[config.mk]
export PLATFORM = sky130hd
export DESIGN_NAME = conv_window_ctrl_flat
export DESIGN_NICKNAME = d
export VERILOG_FILES = /design/src/rtl/conv_window_ctrl_if.sv /design/src/rtl/conv_window_ctrl.sv /design/src/flat_wrapper.sv
export SDC_FILE = /design/constraint.sdc
export NUM_CORES = 1
export LEC_CHECK = 0
export BUFFER_PORTS_ARGS = -buffer_cell sky130_fd_sc_hd__buf_2
export CORE_MARGIN = 4
export CORE_UTILIZATION = 50
export CTS_BUF_LIST = sky130_fd_sc_hd__clkbuf_16
export DETAILED_ROUTE_END_ITERATION = 10
export MAX_ROUTING_LAYER = met4
export PLACE_DENSITY = 0.74
export SLEW_MARGIN = 30
export SYNTH_ARGS = -nofsm -noshare
export SYNTH_HDL_FRONTEND = slang
export SYNTH_SLANG_ARGS = --single-unit
[constraint.sdc]
create_clock -name clk -period 1.67 [get_ports clk]
set_input_delay 0.0835 -clock clk [delete_from_list [all_inputs] [get_ports clk]]
set_output_delay 0.0835 -clock clk [all_outputs]
set_load 0.02 [all_outputs]
[src/rtl/conv_window_ctrl_if.sv]
// Handshake bundle between the 5x5 window controller, the pixel source and the
// convolution consumer.
interface conv_window_ctrl_if #(
  parameter int CW = 5
);
  logic          start;
  logic          in_valid;
  logic          in_ready;
  logic          buf_en;
  logic          win_valid;
  logic          win_ready;
  logic [CW-1:0] win_row;
  logic [CW-1:0] win_col;
  logic          busy;
  logic          frame_done;

  modport master (
    input  start, in_valid, win_ready,
    output in_ready, buf_en, win_valid, win_row, win_col, busy, frame_done
  );

  modport slave (
    output start, in_valid, win_ready,
    input  in_ready, buf_en, win_valid, win_row, win_col, busy, frame_done
  );
endinterface

[src/rtl/conv_window_ctrl.sv]
// Raster-scan controller for a 5x5 sliding-window buffer: counts accepted pixels,
// presents each complete window's top-left coordinate, and signals end of frame.
module conv_window_ctrl #(
  parameter int SIZE = 32,
  parameter int CW   = $clog2(SIZE)
) (
  input logic               clk,
  input logic               rst,
  conv_window_ctrl_if.master bus
);

  localparam logic [1:0] IDLE  = 2'd0;
  localparam logic [1:0] RUN   = 2'd1;
  localparam logic [1:0] DRAIN = 2'd2;

  localparam logic [CW-1:0] LAST = CW'(SIZE - 1);
  localparam logic [CW-1:0] SPAN = CW'(4);

  logic [1:0]    state;
  logic [CW-1:0] row;
  logic [CW-1:0] col;
  logic          win_valid_q;
  logic [CW-1:0] win_row_q;
  logic [CW-1:0] win_col_q;
  logic          frame_done_q;
  logic          accept;
  logic          consume;

  // A pending window blocks new pixels unless it is being consumed this cycle.
  assign bus.in_ready = (state == RUN) && (!win_valid_q || bus.win_ready) && !rst;
  assign accept       = bus.in_valid & bus.in_ready;
  assign consume      = win_valid_q & bus.win_ready;

  assign bus.buf_en     = accept;
  assign bus.win_valid  = win_valid_q;
  assign bus.win_row    = win_row_q;
  assign bus.win_col    = win_col_q;
  assign bus.frame_done = frame_done_q;
  assign bus.busy       = (state != IDLE) && !rst;

  always_ff @(posedge clk) begin
    if (rst) begin
      state        <= IDLE;
      row          <= '0;
      col          <= '0;
      win_valid_q  <= 1'b0;
      win_row_q    <= '0;
      win_col_q    <= '0;
      frame_done_q <= 1'b0;
    end else begin
      frame_done_q <= (state == DRAIN) && consume;

      case (state)
        IDLE: begin
          if (bus.start) begin
            state <= RUN;
            row   <= '0;
            col   <= '0;
          end
        end
        RUN: begin
          if (accept) begin
            if (row == LAST && col == LAST) begin
              state <= DRAIN;
              row   <= '0;
              col   <= '0;
            end else if (col == LAST) begin
              col <= '0;
              row <= row + CW'(1);
            end else begin
              col <= col + CW'(1);
            end
          end
        end
        DRAIN: begin
          if (consume) begin
            state <= IDLE;
          end
        end
        default: state <= IDLE;
      endcase

      // Only pixels at row>=4 and col>=4 complete a window lying inside the frame.
      if (accept && row >= SPAN && col >= SPAN) begin
        win_valid_q <= 1'b1;
        win_row_q   <= row - SPAN;
        win_col_q   <= col - SPAN;
      end else if (consume) begin
        win_valid_q <= 1'b0;
      end
    end
  end

endmodule

[src/flat_wrapper.sv]
// flat-port wrapper written by rule: the top's interface ports become plain ports
module conv_window_ctrl_flat 
#(
  parameter int SIZE = 32,
  parameter int CW   = $clog2(SIZE)
)
  (clk, rst, bus_start, bus_in_valid, bus_win_ready, bus_in_ready, bus_buf_en, bus_win_valid, bus_win_row, bus_win_col, bus_busy, bus_frame_done);
  conv_window_ctrl_if #(.CW(CW)) bus_i ();
  input logic clk;
  input logic rst;
  input wire logic [$bits(bus_i.start)-1:0] bus_start;
  input wire logic [$bits(bus_i.in_valid)-1:0] bus_in_valid;
  input wire logic [$bits(bus_i.win_ready)-1:0] bus_win_ready;
  output wire logic [$bits(bus_i.in_ready)-1:0] bus_in_ready;
  output wire logic [$bits(bus_i.buf_en)-1:0] bus_buf_en;
  output wire logic [$bits(bus_i.win_valid)-1:0] bus_win_valid;
  output wire logic [$bits(bus_i.win_row)-1:0] bus_win_row;
  output wire logic [$bits(bus_i.win_col)-1:0] bus_win_col;
  output wire logic [$bits(bus_i.busy)-1:0] bus_busy;
  output wire logic [$bits(bus_i.frame_done)-1:0] bus_frame_done;
  assign bus_i.start = bus_start;
  assign bus_i.in_valid = bus_in_valid;
  assign bus_i.win_ready = bus_win_ready;
  assign bus_in_ready = bus_i.in_ready;
  assign bus_buf_en = bus_i.buf_en;
  assign bus_win_valid = bus_i.win_valid;
  assign bus_win_row = bus_i.win_row;
  assign bus_win_col = bus_i.win_col;
  assign bus_busy = bus_i.busy;
  assign bus_frame_done = bus_i.frame_done;
  conv_window_ctrl #(.SIZE(SIZE), .CW(CW)) u_core (.clk(clk), .rst(rst), .bus(bus_i));
endmodule
==> results of run 1 <==
area by class of cell:
class / instances / area [um^2] / share of cell area
Clock buffer: 3 / 75.1 / 0.0399
Clock inverter: 1 / 3.75 / 0.00200
Inverter: 9 / 35.0 / 0.0186
Multi-Input combinational cell: 110 / 938 / 0.499
Sequential cell: 24 / 493 / 0.262
Tap cell: 30 / 37.5 / 0.0200
Timing Repair Buffer: 46 / 298 / 0.158
cells in the final DEF, fill, tap and decap left out, types with 4 or more instances in the layout:
master	netlist	final
buf_4	0	27
a21oi_1	20	20
buf_2	2	19
dfxtp_1	24	16
nor2_1	10	9
inv_1	8	7
nand3_1	7	7
dfxtp_2	0	7
o21ai_1	0	6
nand2_1	6	5
a311oi_1	7	5
ha_1	12	5
ha_4	0	4
power by group through the flow:
stage               registers (W)  clock network [W]  logic [W]
floorplan                0.000598                  0   0.000101
global placement         0.000599                  0   0.000133
detailed placement       0.000599                  0   0.000135
CTS                      0.000586           0.000521   0.000136
global route             0.000587           0.000542   0.000171
finish                   0.000587           0.000515   0.000159
registers in the layout, summed over array words and instances (netlist names):
name / cells
u_core.bus.win_col: 5
u_core.bus.win_row: 5
u_core.col: 5
u_core.row: 5
u_core.state: 2
u_core.bus.frame_done: 1
u_core.bus.win_valid: 1
critical path, stage by stage, from the launching register on:
cell	delay, ns
dfxtp_2	0.33
ha_1	0.22
and2_4	0.15
ha_4	0.19
mux2i_2	0.18
or2_4	0.18
nor2_2	0.05
a311oi_1	0.29
metrics by stage:
step           std cells   TNS, ns  total power, W
2_1_floorplan        147         0        0.000699
3_3_place_gp         210   -0.0926        0.000732
3_5_place_dp         210    -0.467        0.000735
4_1_cts              219  -0.00109         0.00124
5_1_grt              223    -0.311         0.00130
6_report             223   -0.0289         0.00126
kinds of logic (layout without fill, tap and decap cells):
kind of cell	after synthesis	count (layout)	share of synthesized area
compound gates	45	46	0.228
xor+xnor	2	2	0.0131
fa+ha+maj	12	12	0.113
buf+inv	14	59	0.0469
flops	24	24	0.361
mux	2	2	0.0150
simple gates	48	48	0.223
path summary, 6_finish.rpt:
kind | startpoint | to | slack, ns | cells after the start
worst max-delay path | u_core.col[0]$_SDFFE_PP0P_ | u_core.row[2]$_SDFFE_PP0P_ | -0.03 | 7
worst min-delay path | rst | u_core.bus.win_valid$_SDFFE_PP0P_ | 0.08 | 2
worst max register to register | u_core.col[0]$_SDFFE_PP0P_ | u_core.row[2]$_SDFFE_PP0P_ | -0.03 | 7
worst min register to register | u_core.bus.win_row[1]$_SDFFE_PP0P_ | u_core.bus.win_row[1]$_SDFFE_PP0P_ | 0.48 | 2
metal layers:
layer | share of wire | GRT usage | vias to the layer above
met5 | 0 | - | -
met4 | 0.011 | 0.0728 | 0
met3 | 0.058 | 0.0349 | 4
met2 | 0.49 | 0.363 | 41
met1 | 0.45 | 0.252 | 630
li1 | - | - | 627
what timing repair did:
action / 4_1_cts / 5_1_grt
gates cloned: 0 / 1
buffers inserted: 5 / 3
pin swaps: 8 / 10
endpoints found under the setup margin: 11 / 19
gates resized for setup: 15 / 28
endpoints found under the hold margin: 0 / 0
==> flow_metrics.env, run 1 <==
export IMPL_cts_hold_fix_buffers=0
export IMPL_fin_nets=211
export IMPL_die_y_um=59.6
export IMPL_cp_data_arrival_time_ns=1.83
export IMPL_synth_largest_area_cell="dfxtp_1"
export IMPL_routedWlPerCell_um=16.5
export IMPL_nFillCells=178
export IMPL_critical_path_class="register to register"
export IMPL_syn_num_nets=164
export IMPL_drive_gt1_frac=0.461
export IMPL_end_kind="register"
export IMPL_num_vias=1302
export IMPL_switching_power_w=0.000300
export IMPL_worst_pin_slew_ns=0.500
export IMPL_seq_area_frac_synth=0.361
export IMPL_grt_pass1_wl_um=5640
export IMPL_cp_required_ns=1.81
export IMPL_initial_utilization=0.533
export IMPL_netlist_area_um2=1330
export IMPL_timing_final_ws_setup_ns=-0.0254
export IMPL_setup_viol=2
export IMPL_cts_root_buf="clkbuf_16"
export IMPL_hold_class="input port to register"
export IMPL_synth_top_flop_cell="dfxtp_1"
export IMPL_cts_buffers=3
export IMPL_clkPwrFrac=0.409
export IMPL_via_per_inst=5.84
export IMPL_yosys_top_cells_area="dfxtp_1, ha_1, a21oi_1"
export IMPL_antenna_found_initial=0
export IMPL_cts_buffer_depth=2
export IMPL_rsz0062_at_grt="yes"
export IMPL_synth_edf_count=0
export IMPL_p_comb_frac=0.126
export IMPL_status="complete, but fails checks"
export IMPL_grt_usage=0.213
export IMPL_drt_total_wl_um=3690
export IMPL_synthCells=147
export IMPL_ir_drop_uv=599
export IMPL_synth_top_cell_area_share=0.361
export IMPL_firstDrtPassIters=4
export IMPL_start_kind="register"
export IMPL_rows=18
export IMPL_period_share=1.02
export IMPL_clock_latency_ns=0.25
export IMPL_grt_max_degree=25
export IMPL_failed_checks="negative setup slack"
export IMPL_dieArea_um2=3560
export IMPL_yosysMostFrequentCell="dfxtp_1"
export IMPL_coreArea_um2=2500
export IMPL_area_growth_pct=41.1
export IMPL_yosys_warnings=0
export IMPL_hold_viol=0
export IMPL_dp_slack_ns=-0.0841
export IMPL_post_dp_hpwl_um=2250
export IMPL_max_freq_ghz=0.590
export IMPL_htree_levels=1
export IMPL_fin_util=0.752
export IMPL_first_global_vias=1273
export IMPL_path_clk_slew_ns=0.06
export IMPL_finalCriticalPeriod_ns=1.70
export IMPL_p_leak_nw=0.734
export IMPL_routabilityCongestion=0.932
export IMPL_powerDensity_nw_per_um2=670
export IMPL_power_internal_w=0.000960
export IMPL_diodes=0
export IMPL_postSynthAreaPerCell_um2=9.06
export IMPL_whs_ns=0.0838
export IMPL_yosys_top_cells_count="dfxtp_1, a21oi_1, ha_1"
export IMPL_fin_area_um2=1880
export IMPL_portBuffers=19
export IMPL_maxCapViolCount=0
export IMPL_ant_nets=0
export IMPL_ys_types=37
export IMPL_seqPwrFrac=0.465
export IMPL_switching_share=0.238
export IMPL_worst_path_max_fanout=5
export IMPL_die_w_um=59.6
export IMPL_cts_sink_count=24
export IMPL_grt_overflow=0
export IMPL_detail_route_drc_violations=0
export IMPL_slew_headroom=0.667
export IMPL_cts_tree="done"
export IMPL_initialDrtViolationCount=70
export IMPL_io_pins=20
export IMPL_drv_slew=0
export IMPL_synth_async_reset_ratio=0
export IMPL_dpl_instance_area_um2=1580
export IMPL_ys_ff_latch=24
export IMPL_fin_skew_ns=0.00296
Power figures use the tool's default switching activity.
==> run 2, diff against run 1 <==
--- a/config.mk
+++ b/config.mk
@@ -5,6 +5,7 @@
 export SDC_FILE = /design/constraint.sdc
 export NUM_CORES = 1
 export LEC_CHECK = 0
+export ABC_AREA = 1
 export BUFFER_PORTS_ARGS = -buffer_cell sky130_fd_sc_hd__buf_2
 export CORE_MARGIN = 4
 export CORE_UTILIZATION = 50
==> run 2 against run 1 <==
Compared with the run above:
- first-iteration DRC count is 30% higher
- critical endpoint is now u_core.col[4]$_SDFFE_PP0P_
- count of clock-buffer cells in the layout is the same
- worst hold slack worse by 0.0047 ns
- the flow now finishes without violations
- critical path type unchanged
- wire length is 21% lower
==> flow_metrics.env, run 2 <==
export IMPL_drv_slew=0
export IMPL_initial_utilization=0.534
export IMPL_netlist_area_um2=1360
export IMPL_fin_nets=239
export IMPL_grt_busiest_layer="met2"
export IMPL_clock_latency_ns=0.26
export IMPL_grt_met3_usage=0.0194
export IMPL_hold_class="input port to register"
export IMPL_cts_buffer_depth=2
export IMPL_max_freq_ghz=0.657
export IMPL_routabilityCongestion=0.875
export IMPL_rr_worst_depth=7
export IMPL_grt_overflow=0
export IMPL_diodes=0
export IMPL_p_comb_frac=0.178
export IMPL_cp_required_ns=1.82
export IMPL_period_share=0.911
export IMPL_worst_path_max_fanout=10
export IMPL_whs_path_depth=2
export IMPL_antenna_found_initial=0
export IMPL_grt_max_degree=22
export IMPL_firstDrtPassIters=4
export IMPL_switching_share=0.272
export IMPL_cts_buffers=3
export IMPL_final_common_cell="nand2_1"
export IMPL_synthCells=194
export IMPL_grt_usage=0.180
export IMPL_yosys_top_cells_count="nand2_1, nor2_1, dfxtp_1"
export IMPL_cts_sink_count=24
export IMPL_cp_data_arrival_time_ns=1.67
export IMPL_critical_path_class="register to register"
export IMPL_dpl_instance_area_um2=1510
export IMPL_dp_slack_ns=0.0496
export IMPL_cts_root_buf="clkbuf_16"
export IMPL_drt_total_wl_um=2900
export IMPL_portBuffers=19
export IMPL_synth_async_reset_ratio=0
export IMPL_powerDensity_nw_per_um2=852
export IMPL_htree_levels=1
export IMPL_nFillCells=229
export IMPL_finalCriticalPeriod_ns=1.52
export IMPL_switching_power_w=0.000378
export IMPL_power_internal_w=0.00101
export IMPL_ys_types=20
export IMPL_rows=18
export IMPL_grt_pass1_wl_um=4800
export IMPL_area_growth_pct=20.0
export IMPL_yosysMostFrequentCell="nand2_1"
export IMPL_initialDrtViolationCount=91
export IMPL_synth_top_flop_cell="dfxtp_1"
export IMPL_via_per_inst=5.02
export IMPL_cts_tree="done"
export IMPL_io_pins=20
export IMPL_drive_gt1_frac=0.199
export IMPL_syn_num_nets=211
export IMPL_cts_hold_fix_buffers=0
export IMPL_routedWlPerCell_um=11.5
export IMPL_most_common_layout_cells="nand2_1, nor2_1, inv_1, dfxtp_1, buf_2"
export IMPL_die_w_um=60.1
export IMPL_ant_nets=0
export IMPL_die_y_um=60.1
export IMPL_fin_skew_ns=0.00488
export IMPL_first_global_vias=1167
export IMPL_seqPwrFrac=0.450
export IMPL_maxCapViolCount=0
export IMPL_path_clk_slew_ns=0.06
export IMPL_detail_route_drc_violations=0
export IMPL_clkPwrFrac=0.372
export IMPL_slew_headroom=0.819
export IMPL_synth_edf_count=0
export IMPL_num_vias=1261
export IMPL_postSynthAreaPerCell_um2=7.00
export IMPL_timing_final_ws_setup_ns=0.149
export IMPL_dieArea_um2=3620
export IMPL_seq_area_frac_synth=0.354
export IMPL_ys_ff_latch=24
export IMPL_end_kind="register"
export IMPL_synth_largest_area_cell="dfxtp_1"
export IMPL_grt_util_met2=0.307
export IMPL_yosys_warnings=0
export IMPL_yosys_top_cells_area="dfxtp_1, nand2_1, ha_1"
export IMPL_start_kind="register"
export IMPL_ir_drop_uv=634
export IMPL_whs_ns=0.0791
export IMPL_grt_use_met1=0.215
export IMPL_status="finished, final reports clean"
export IMPL_setup_viol=0
export IMPL_post_dp_hpwl_um=2150
export IMPL_fin_area_um2=1630
export IMPL_hold_viol=0
export IMPL_synth_top_cell_area_share=0.354
export IMPL_worst_pin_slew_ns=0.271
export IMPL_coreArea_um2=2540
export IMPL_p_leak_nw=0.813
-- run 2: final timing paths --
check	slack [ns]	from	to
hold reg to reg	0.48	u_core.bus.win_col[4]$_SDFFE_PP0P_	u_core.bus.win_col[4]$_SDFFE_PP0P_
setup / recovery	0.15	u_core.state[0]$_SDFFE_PP0P_	u_core.col[4]$_SDFFE_PP0P_
setup reg to reg	0.15	u_core.state[0]$_SDFFE_PP0P_	u_core.col[4]$_SDFFE_PP0P_
hold / removal	0.08	rst	u_core.row[2]$_SDFFE_PP0P_
-- run 2: power groups by stage --
stage / logic [W] / registers (W) / clock network (W)
floorplan: 0.000172 / 0.000636 / 0
CTS: 0.000247 / 0.000621 / 0.000528
finish: 0.000248 / 0.000625 / 0.000516
global route: 0.000281 / 0.000628 / 0.000549
global placement: 0.000238 / 0.000633 / 0
detailed placement: 0.000244 / 0.000634 / 0
-- run 2: logic make-up after synthesis --
kind of cell	Yosys count	synth area share
adder cells (fa/ha/maj)	12	0.110
XOR/XNOR	2	0.0129
buffers and inverters	27	0.0856
flip-flops	24	0.354
AO/OA/AOI/OAI	20	0.0773
AND/OR/NAND/NOR	109	0.360
-- run 2: layout make-up --
| class | count | area, um^2 | area share |
|---|---|---|---|
| Multi-Input combinational cell | 143 | 777 | 0.477 |
| Sequential cell | 24 | 487 | 0.299 |
| Timing Repair Buffer | 26 | 160 | 0.0982 |
| Inverter | 24 | 90.1 | 0.0553 |
| Clock buffer | 3 | 75.1 | 0.0460 |
| Tap cell | 30 | 37.5 | 0.0230 |
| Clock inverter | 1 | 3.75 | 0.00230 |
-- run 2: per-layer routing --
metal | wire length, um | part of all wire
met1 | 1300 | 0.45
met2 | 1360 | 0.47
met3 | 197 | 0.068
met4 | 45 | 0.016
met5 | 0 | 0
-- run 2: repair_timing --
action	4_1_cts	5_1_grt
resized for setup	0	7
setup buffers	0	1
setup endpoints to repair	0	9
-- run 2: critical path, cell delays in order (launching register included) --
cell and delay, ns:
dfxtp_1 0.41, inv_2 0.09, nor2_8 0.15, nand4_4 0.20, nand2_1 0.24, inv_1 0.12, a21oi_1 0.14, nor2_1 0.05
-- run 2: stage by stage --
| stage | instances | TNS, ns | power, W | util |
|---|---|---|---|---|
| 2_1_floorplan | 194 | 0 | 0.000808 | - |
| 3_3_place_gp | 246 | 0 | 0.000871 | 0.593 |
| 3_5_place_dp | 246 | 0 | 0.000878 | 0.593 |
| 4_1_cts | 250 | 0 | 0.00140 | 0.624 |
| 5_1_grt | 251 | -0.00216 | 0.00146 | 0.641 |
| 6_report | 251 | 0 | 0.00139 | 0.641 |
==> run 3, diff against run 2 <==
--- a/config.mk
+++ b/config.mk
@@ -9,10 +9,9 @@
 export BUFFER_PORTS_ARGS = -buffer_cell sky130_fd_sc_hd__buf_2
 export CORE_MARGIN = 4
 export CORE_UTILIZATION = 50
-export CTS_BUF_LIST = sky130_fd_sc_hd__clkbuf_16
+export CTS_BUF_LIST = sky130_fd_sc_hd__clkbuf_4
 export DETAILED_ROUTE_END_ITERATION = 10
-export MAX_ROUTING_LAYER = met4
-export PLACE_DENSITY = 0.74
+export PLACE_DENSITY = 0.78
 export SLEW_MARGIN = 30
 export SYNTH_ARGS = -nofsm -noshare
 export SYNTH_HDL_FRONTEND = slang
==> run 3 against run 2 <==
Compared with the run above:
- clock skew is essentially flat
- combinational power shrank 6%
- global-route usage shrank 2.3 points
- first-iteration DRC count shrank 77%
- power shrank 20%
- setup slack lost 0.025 ns
- core utilization shrank 3.5 points
- design area shrank 5.5%
- wire length shrank 11%
- maximum frequency shrank 1.6%
==> flow_metrics.env, run 3 (synthesis gave the netlist of run 2 again) <==
export IMPL_status="finished, final reports clean"
export IMPL_dp_slack_ns=0.0354
export IMPL_initialDrtViolationCount=21
export IMPL_routedWlPerCell_um=10.4
export IMPL_detail_route_drc_violations=0
export IMPL_die_y_um=60.1
export IMPL_maxCapViolCount=0
export IMPL_setup_viol=0
export IMPL_coreArea_um2=2540
export IMPL_finalCriticalPeriod_ns=1.55
export IMPL_rr_endpoint="u_core.state[0]$_SDFFE_PP0P_"
export IMPL_nFillCells=269
export IMPL_clock_latency_ns=0.31
export IMPL_cp_required_ns=1.88
export IMPL_hold_viol=0
export IMPL_fin_util=0.605
export IMPL_cp_data_arrival_time_ns=1.76
export IMPL_period_share=0.926
export IMPL_drv_slew=0
export IMPL_p_comb_frac=0.212
export IMPL_portBuffers=19
export IMPL_critical_path_class="register to register"
export IMPL_clkPwrFrac=0.223
export IMPL_ant_nets=0
export IMPL_cts_hold_fix_buffers=0
export IMPL_ir_drop_uv=751
export IMPL_max_freq_ghz=0.647
export IMPL_die_w_um=60.1
export IMPL_cts_buffer_depth=2
export IMPL_firstDrtPassIters=4
export IMPL_first_global_vias=1064
export IMPL_cts_sink_count=24
export IMPL_grt_usage=0.156
export IMPL_cts_buffers=3
export IMPL_via_per_inst=4.96
export IMPL_switching_share=0.305
export IMPL_fin_skew_ns=0.00462
export IMPL_antenna_found_initial=0
export IMPL_path_clk_slew_ns=0.12
export IMPL_seqPwrFrac=0.565
export IMPL_hold_class="input port to register"
export IMPL_cts_root_buf="clkbuf_4"
export IMPL_grt_max_degree=22
export IMPL_cts_tree="done"
export IMPL_rr_worst_depth=11
export IMPL_p_leak_nw=0.772
export IMPL_post_cts_repair_setup_buffers=0
export IMPL_worst_path_max_fanout=6
export IMPL_area_growth_pct=13.4
export IMPL_rsz0062_at_grt="no"
export IMPL_whs_path_depth=2
export IMPL_rows=18
export IMPL_cts_resized=0
export IMPL_final_common_cell="nand2_1"
export IMPL_start_kind="register"
export IMPL_whs_ns=0.0219
export IMPL_htree_levels=1
export IMPL_grt_pass1_wl_um=4330
export IMPL_timing_final_ws_setup_ns=0.123
export IMPL_most_common_layout_cells="nand2_1, nor2_1, inv_1, dfxtp_1, buf_2"
export IMPL_rr_startpoint="u_core.col[0]$_SDFFE_PP0P_"
export IMPL_drt_total_wl_um=2570
export IMPL_fin_nets=236
export IMPL_grt_overflow=0
export IMPL_slew_headroom=0.777
export IMPL_diodes=0
export IMPL_power_internal_w=0.000770
export IMPL_num_vias=1224
export IMPL_rrSetupSlack_ns=0.12
export IMPL_setup_worst_path_start="u_core.col[0]$_SDFFE_PP0P_"
export IMPL_end_kind="register"
export IMPL_dieArea_um2=3620
export IMPL_initial_utilization=0.534
export IMPL_crit_end="u_core.state[0]$_SDFFE_PP0P_"
export IMPL_worst_pin_slew_ns=0.331
export IMPL_io_pins=20
export IMPL_routabilityCongestion=0.864
export IMPL_drive_gt1_frac=0.189
export IMPL_power_total_w=0.00111
export IMPL_powerDensity_nw_per_um2=719
export IMPL_post_dp_hpwl_um=1980
export IMPL_setup_tns_ns=0
export IMPL_switching_power_w=0.000338
run 3: worst min path at each step:
stage,startpoint,to,slack [ns]
after floorplan,rst,u_core.row[2]$_SDFFE_PP0P_,0.15
after global placement,rst,u_core.state[0]$_SDFFE_PP0P_,0.35
after detailed placement,rst,u_core.state[0]$_SDFFE_PP0P_,0.35
after CTS,rst,u_core.bus.win_valid$_SDFFE_PP0P_,0.01
after global routing,rst,u_core.bus.frame_done$_SDFF_PP0_,0.007
final,rst,u_core.bus.win_valid$_SDFFE_PP0P_,0.02
run 3: power groups by stage:
stage,Sequential [W],Combinational (W),Clock [W]
6_report,0.000626,0.000234,0.000247
5_1_grt,0.000630,0.000269,0.000280
4_1_cts,0.000626,0.000233,0.000259
3_5_place_dp,0.000638,0.000232,0
3_3_place_gp,0.000637,0.000230,0
2_1_floorplan,0.000636,0.000172,0
run 3: worst max-delay path, cell delays in order, from the launching register on:
cell and delay [ns]:
dfxtp_4 0.39, ha_1 0.19, nand2_1 0.07, inv_1 0.06, ha_2 0.20, nand2_1 0.09
nand2_1 0.11, nand2_1 0.05, nor2_1 0.12, nand2_1 0.07, nand2_1 0.05, a21oi_1 0.05
run 3: routing by layer:
metal / global-route usage / vias up / wire (um)
met1: 0.197 / 550 / 1220
met4: 0.0380 / 0 / 16
met5: 0 / - / 0
li1: - / 656 / -
met2: 0.261 / 16 / 1250
met3: 0.0454 / 2 / 88
run 3: layout make-up:
cell class / instances / area, um^2 / area share
multi-input combinational: 143 / 774 / 0.503
sequential: 24 / 490 / 0.318
timing repair buffer: 23 / 125 / 0.0812
inverter: 24 / 90.1 / 0.0585
tap: 30 / 37.5 / 0.0244
clock buffer: 3 / 22.5 / 0.0146
run 3: per-stage QoR:
stage	std cells	instance area (um^2)
after global placement	244	1500
after global routing	247	1540
after floorplan	194	1360
after detailed placement	244	1500
final	247	1540
after CTS	247	1520
